### src/rtl/output_buffer_reader.sv
// ============================================================================
// output_buffer_reader : slot-based circular buffer drained over valid/ready
// Revision: 1.0
// ============================================================================
`default_nettype none

module output_buffer_reader #(
  parameter int DATA_W = 8,
  parameter int SLOTS  = 5,
  localparam int CNT_W = $clog2(SLOTS + 1)
) (
  input  logic              clk,
  input  logic              rst_n,
  input  logic              wr_en,
  input  logic [DATA_W-1:0] wr_data,
  output logic              wr_ack,
  output logic              rd_valid,
  input  logic              rd_ready,
  output logic [DATA_W-1:0] rd_data,
  output logic [CNT_W-1:0]  count,
  output logic              full,
  output logic              empty,
  output logic              overflow,
  input  logic              ovf_clr
);

  localparam int PTR_W = $clog2(SLOTS);
  localparam logic [PTR_W-1:0] LAST_PTR = PTR_W'(SLOTS - 1);
  localparam logic [CNT_W-1:0] FULL_CNT = CNT_W'(SLOTS);

  logic [DATA_W-1:0] slot_q [SLOTS];
  logic [DATA_W-1:0] slot_d [SLOTS];
  logic [PTR_W-1:0]  wr_ptr_q, wr_ptr_d;
  logic [PTR_W-1:0]  rd_ptr_q, rd_ptr_d;
  logic [CNT_W-1:0]  count_q, count_d;
  logic              wr_ack_q, wr_ack_d;
  logic              overflow_q, overflow_d;

  logic rd_fire;
  logic wr_fire;

  assign full     = (count_q == FULL_CNT);
  assign empty    = (count_q == '0);
  assign count    = count_q;
  assign rd_valid = !empty;
  assign rd_data  = rd_valid ? slot_q[rd_ptr_q] : '0;
  assign wr_ack   = wr_ack_q;
  assign overflow = overflow_q;

  // A read in the same cycle frees the head slot, so a full buffer can still take a write.
  assign rd_fire = rd_valid && rd_ready;
  assign wr_fire = wr_en && (!full || rd_fire);

  always_comb begin
    slot_d     = slot_q;
    wr_ptr_d   = wr_ptr_q;
    rd_ptr_d   = rd_ptr_q;
    count_d    = count_q;
    wr_ack_d   = wr_fire;
    overflow_d = overflow_q;

    if (wr_fire) begin
      slot_d[wr_ptr_q] = wr_data;
      wr_ptr_d = (wr_ptr_q == LAST_PTR) ? '0 : wr_ptr_q + PTR_W'(1);
    end

    if (rd_fire) begin
      rd_ptr_d = (rd_ptr_q == LAST_PTR) ? '0 : rd_ptr_q + PTR_W'(1);
    end

    case ({wr_fire, rd_fire})
      2'b10:   count_d = count_q + CNT_W'(1);
      2'b01:   count_d = count_q - CNT_W'(1);
      default: count_d = count_q;
    endcase

    // Dropped write wins over a simultaneous clear.
    if (wr_en && !wr_fire) begin
      overflow_d = 1'b1;
    end else if (ovf_clr) begin
      overflow_d = 1'b0;
    end
  end

  always_ff @(posedge clk or negedge rst_n) begin
    if (!rst_n) begin
      for (int i = 0; i < SLOTS; i++) begin
        slot_q[i] <= '0;
      end
      wr_ptr_q   <= '0;
      rd_ptr_q   <= '0;
      count_q    <= '0;
      wr_ack_q   <= 1'b0;
      overflow_q <= 1'b0;
    end else begin
      slot_q     <= slot_d;
      wr_ptr_q   <= wr_ptr_d;
      rd_ptr_q   <= rd_ptr_d;
      count_q    <= count_d;
      wr_ack_q   <= wr_ack_d;
      overflow_q <= overflow_d;
    end
  end

endmodule

`default_nettype wire

### config.mk
export PLATFORM = sky130hd
export DESIGN_NAME = output_buffer_reader
export DESIGN_NICKNAME = d
export VERILOG_FILES = /design/src/rtl/output_buffer_reader.sv
export SDC_FILE = /design/constraint.sdc
export NUM_CORES = 1
export LEC_CHECK = 0
export ABC_AREA = 1
export CAP_MARGIN = 0
export CORE_MARGIN = 2
export CORE_UTILIZATION = 65
export CTS_BUF_LIST = sky130_fd_sc_hd__clkbuf_2
export CTS_CLUSTER_DIAMETER = 60
export DETAILED_ROUTE_END_ITERATION = 8
export DONT_BUFFER_PORTS = 1
export PLACE_DENSITY = 0.89
export RECOVER_POWER = 25
export SETUP_SLACK_MARGIN = 0.1
export SLEW_MARGIN = 40
export SYNTH_ARGS = -nofsm -noshare
export SYNTH_HDL_FRONTEND = slang
export SYNTH_SLANG_ARGS = --single-unit
### constraint.sdc
create_clock -name clk -period 2.1 [get_ports clk]
set_input_delay 0.42 -clock clk [delete_from_list [all_inputs] [get_ports clk]]
set_output_delay 0.42 -clock clk [all_outputs]
set_load 0.05 [all_outputs]
Word level (Yosys, flattened, before mapping)
Cells that the tools add are included.
- input bits: 13
- bits in writable memories: 0
- memories kept: 0
- flip-flop bits (word level): 51
- bits in read-only memories: 0
- output and inout port bits: 16
- logic and storage cells: 47
- bits in latches: 0
- $lt $le $gt $ge: 3
- bitwise gates (word level): 2
- mux-type cells: 12
- multipliers: 0
- add/sub/neg operators: 4
- equality and inequality tests: 5
- divide/modulo/power cells: 0
- shift-type cells: 0
- reductions and logical operators: 11
- operator list (kind ; count):
    $bwmux W40 ; 1
    $mux W8 ; 4
    $bmux W8 S3 ; 1
    $demux W8 S3 ; 1
    $add A3 B1 Y3 const B ; 3
    $eq A3 B3 Y1 const B ; 3
    $ge A4 B4 Y1 const B ; 2
    $not A3 Y4 ; 2
    $mux W3 ; 2
    $pmux W3 S2 ; 1
    $logic_and A1 B1 Y1 ; 4
    $lt A4 B1 Y1 const B ; 1
    $reduce_bool A2 Y1 ; 2
    $logic_not A1 Y1 ; 3
    $logic_not A3 Y1 ; 1
    $sub A3 B1 Y3 const B ; 1
    $eq A2 B1 Y1 const B ; 1
    $eq A2 B2 Y1 const B ; 1
    $mux W1 ; 2
    $logic_or A1 B1 Y1 ; 1

Logic depth before layout (Yosys ltp)
- depth in word-level cells: 8
- gate-level depth with buffers: 10
- mapped depth without buffers: 9

Worst setup path after synthesis
Ideal clock, no wire load.
- kind: register to output
- start point: register count_q[0] (netlist: count[0])
- end point: output port rd_data[0]
- setup slack: -0.164 ns
- cell stages (with the launch flop): 7
- required time: 1.680 ns
- arrival: 1.844 ns
- cells stage by stage: dfrtp_1 > nor2_1 > nand2_2 > inv_2 > a21oi_1 > o21ai_1 > inv_1
- word-level cells in the longest chain between the ends: 2
- ends and longest elaborated chain (what ; RTL line ; RTL):
    start, declared ; 35 ; logic [CNT_W-1:0] count_q, count_d;
    start signal, assigned ; 99 ; count_q <= count_d;
    $logic_not A3 Y1 ; 43 ; assign empty = (count_q == '0);
    named net empty ; 22 ; output logic empty,
    $mux W8 ; 46 ; assign rd_data = rd_valid ? slot_q[rd_ptr_q] : '0;
    end, declared ; 19 ; output logic [DATA_W-1:0] rd_data,
The timed path passes the listed nets, and every way through them passes these cells.

Worst setup path after layout
- start point: register rd_ptr_q[0]
- end point: output port rd_data[0]
- word-level cells in the longest chain between the ends: 5
- ends and longest elaborated chain (what ; RTL line ; RTL):
    start, declared ; 34 ; logic [PTR_W-1:0] rd_ptr_q, rd_ptr_d;
    start signal, assigned ; 98 ; rd_ptr_q <= rd_ptr_d;
    $not A3 Y4 (not written as such) ; 46 ;
    $bmux W8 S3 ; 46 ;
    $mux W8 (not written as such) (2 in a row) ; 46 ;
    $mux W8 ; 46 ;
No other way between the ends. The select of a mux whose other input is x is not followed.

==> flow_summary_export.csv <==
group,metric,value,unit
outcome,outcome,"finished, violations left",
outcome,violated_checks,"setup timing",
grt,via_count_of_the_first_global_routing_pass,2238,
sta,setup_total_negative_slack,-980.4,ps
clocking,cts.sinks,51,
setup_path,worstSetupStartpointType,"flop",
sta,timing.final.crit_period,2271,ps
final_layout,antenna_cells_inserted,0,
setup_path,critical_path_peak_fanout,6,
clocking,cts_inserted_buffers,5,
placed_design,hpwlAfterDp,4.136,mm
die,rows,23,
clocking,worst_skew_pair.late_latency,450,ps
hold_path,worst_hold_path_type,"input pin to flop",
final_layout,layout.cell_area.non_filler,0.003149,mm2
clocking,cts.root.buffer_cell,"clkbuf_2",
final_layout,drive_gt1_share,35.76,%
setup_path,worstPathCellList,"buf_12, buf_6, o21ai_4, o22ai_2, o21ai_2, inv_4",
setup_path,critPathRequiredTime,1680,ps
routing,drt.antenna.violating_nets,0,
die,dieHeight,69.09,um
sta,fin_crit_sh,108.1,%
setup_path,slowest_cell_on_the_critical_path,"dfrtp_2",
placed_design,postPlaceCellArea,0.002793,mm2
clocking,clock_tree.buffer_depth,2,
sta,timing_hold_violations_final,0,
synth,warnings_synthesis,0,
final_layout,layout.core_utilization,78.17,%
power_and_ir_drop,power.share.switching,54.66,%
power_and_ir_drop,total_switching_power,3.193,mW
clocking,h-tree-depth,2,
sta,fin_skew,36.07,ps
routing,routed_wl,6.679,mm
power_and_ir_drop,pwr_density_cell,1855,mW/mm2
die,fp.coreArea,0.004029,mm2
power_and_ir_drop,seqPwrFrac,33.4,%
power_and_ir_drop,post-layout-total-power,5.842,mW
clocking,clkTransAtPathRegs,270,ps
sta,tightestPinTransition,1242,ps
sta,timing.hold.ws,28.69,ps
synth,synth_area_per_cell,8.345,um2
synth,synthCells,330,
grt,grt_use_total,28.08,%
routing,route.vias.total,2316,
flow_run,drv_cap,0,
synth,syn-cell-area,0.002754,mm2
grt,grt_first_pass_wirelength,10.73,mm
synth,seq_area_frac_synth,46.34,%
grt,grt-ovfl-total,0,
routing,drtPass1Iterations,4,
final_layout,num-nets-final,361,
final_layout,most-common-layout-cells,"nand2_1, nand3_1, dfrtp_1",
setup_path,critPathMaxStageDelay,500,ps
final_layout,final_non_filler_cell_total,394,
grt,grt_start_max_net_pins,52,
grt,grt_antenna_before_repair,0,
sta,worst_relative_slew_slack,17.19,%
routing,post-route-drc-count,0,
placed_design,io_buffers,0,
power_and_ir_drop,cell_internal_pwr,2.649,mW
clocking,cts_tree,"done",
sta,slew_violations,0,
die,ioPinCount,29,
power_and_ir_drop,p_clk_share,6.7,%
routing,route.detailed.vias_per_inst,5.878,
die,initial_utilization,68.35,%
final_layout,layout_commonest_cell,"nand2_1",
routing,routedWlPerCell,16.95,um
sta,setup_viol_count_final,8,
final_layout,area_delta_synth_final,14.36,%
sta,finalWorstSetupSlack,-171.0,ps
power_and_ir_drop,vdd_drop_max,0.0008253,V
routing,count_of_routing_violations_after_the_opening_detailed_route_iteration,170,
sta,rsz0062_at_grt,"yes",
setup_path,crit_end_category,"output pin",
synth,ys_types,28,
placed_design,globalplace.congestion,0.8481,
placed_design,placedCellCount,374,
placed_design,post-place-ws,254.2,ps
synth,number_of_synthesized_register_bits,51,
die,die_outline_area,0.004773,mm2
final_layout,fillerInstances,264,
power_and_ir_drop,comb_power_share,59.9,%
sta,fmaxAchievable,0.4403,GHz
power_and_ir_drop,leakagePower,1.505,nW
setup_path,worst_ep_arrival_time,1850,ps
die,die_width,69.09,um
synth,syn-num-nets,348,
setup_path,worstSetupPathType,"flop to output pin",
-- cells by family after synthesis --
family | share of synthesized area [%]
and+or+nand+nor | 35.08
DFF | 46.34
AOI/OAI and AO/OA | 9.314
buffers and inverters | 6.406
adders and majority gates | 2.544
xor gates and xnor gates | 0.3181
-- worst paths after layout --
check / endpoint / cells after the start / slack (ps) / startpoint
max in group asynchronous: rd_ptr_q[1] / 2 / 580 / rst_n
worst min register to register: slot_q[1] / 2 / 510 / slot_q[1]
min in group asynchronous: count[0] / 2 / 730 / rst_n
worst max register to register: slot_q[35] / 9 / 250 / count[0]
worst min-delay path: overflow / 1 / 30 / ovf_clr
worst max-delay path: rd_data[0] / 6 / -170 / rd_ptr_q[0]
-- power groups by stage --
stage / logic (mW) / clock network (mW) / registers [mW]
finish: 3.50 / 0.393 / 1.95
global route: 3.78 / 0.445 / 1.99
CTS: 3.13 / 0.398 / 1.88
detailed placement: 2.73 / 0 / 1.92
global placement: 2.63 / 0 / 1.90
floorplan: 2.34 / 0 / 1.81
-- what timing repair did --
item / in CTS / in global routing
cloned: 1 / 0
hold buffers: 2 / 0
buffers inserted: 6 / 3
hold endpoints to repair: 51 / 0
setup endpoints to repair: 8 / 12
pin swaps: 16 / 8
resized for setup: 33 / 31
-- metal layers --
metal,vias up,share of wire (%),track usage [%]
met5,-,0,0
met4,0,1.5,9.804
met3,11,7.2,6.725
met2,101,48,42.63
met1,1093,43,39.73
li1,1111,-,-
-- Yosys cell counts, drive strengths merged --
cell	instances	area (um2)
clkinv	1	3.750
nand4	2	12.51
xor2	1	8.760
buf	11	68.81
dfrtp	51	1276
o21ai	30	150.1
ha	4	50.05
a21oi	10	50.05
clkbuf	1	3.750
fa	1	20.02
nor2	24	117.6
nor3	2	21.27
o22ai	9	56.30
nand3	48	245.2
inv	26	100.1
nand2	109	569.3
-- state kept, by name, summed over array words and instances, names as in the netlist --
register  cells
wr_ptr_q      3
wr_ack        1
count         3
overflow      1
rd_ptr_q      3
slot_q       40
-- critical path: cells and delay by family (launching register included) --
kind / cells / cell delay (ps)
compound gates: 3 / 480
flops: 1 / 500
buf+inv: 3 / 410
-- cell type report --
class / count / area, um2 / area share, %
multi-input cells: 240 / 1449 / 46.01
inverters: 27 / 135.1 / 4.291
flip-flops and latches: 51 / 1284 / 40.76
well taps: 50 / 62.56 / 1.986
repair buffers: 17 / 167.7 / 5.324
clock inverters: 2 / 12.51 / 0.3973
clock buffers: 6 / 30.03 / 0.9535
repair inverters: 1 / 8.758 / 0.2781
Power figures use the tool's default switching activity.
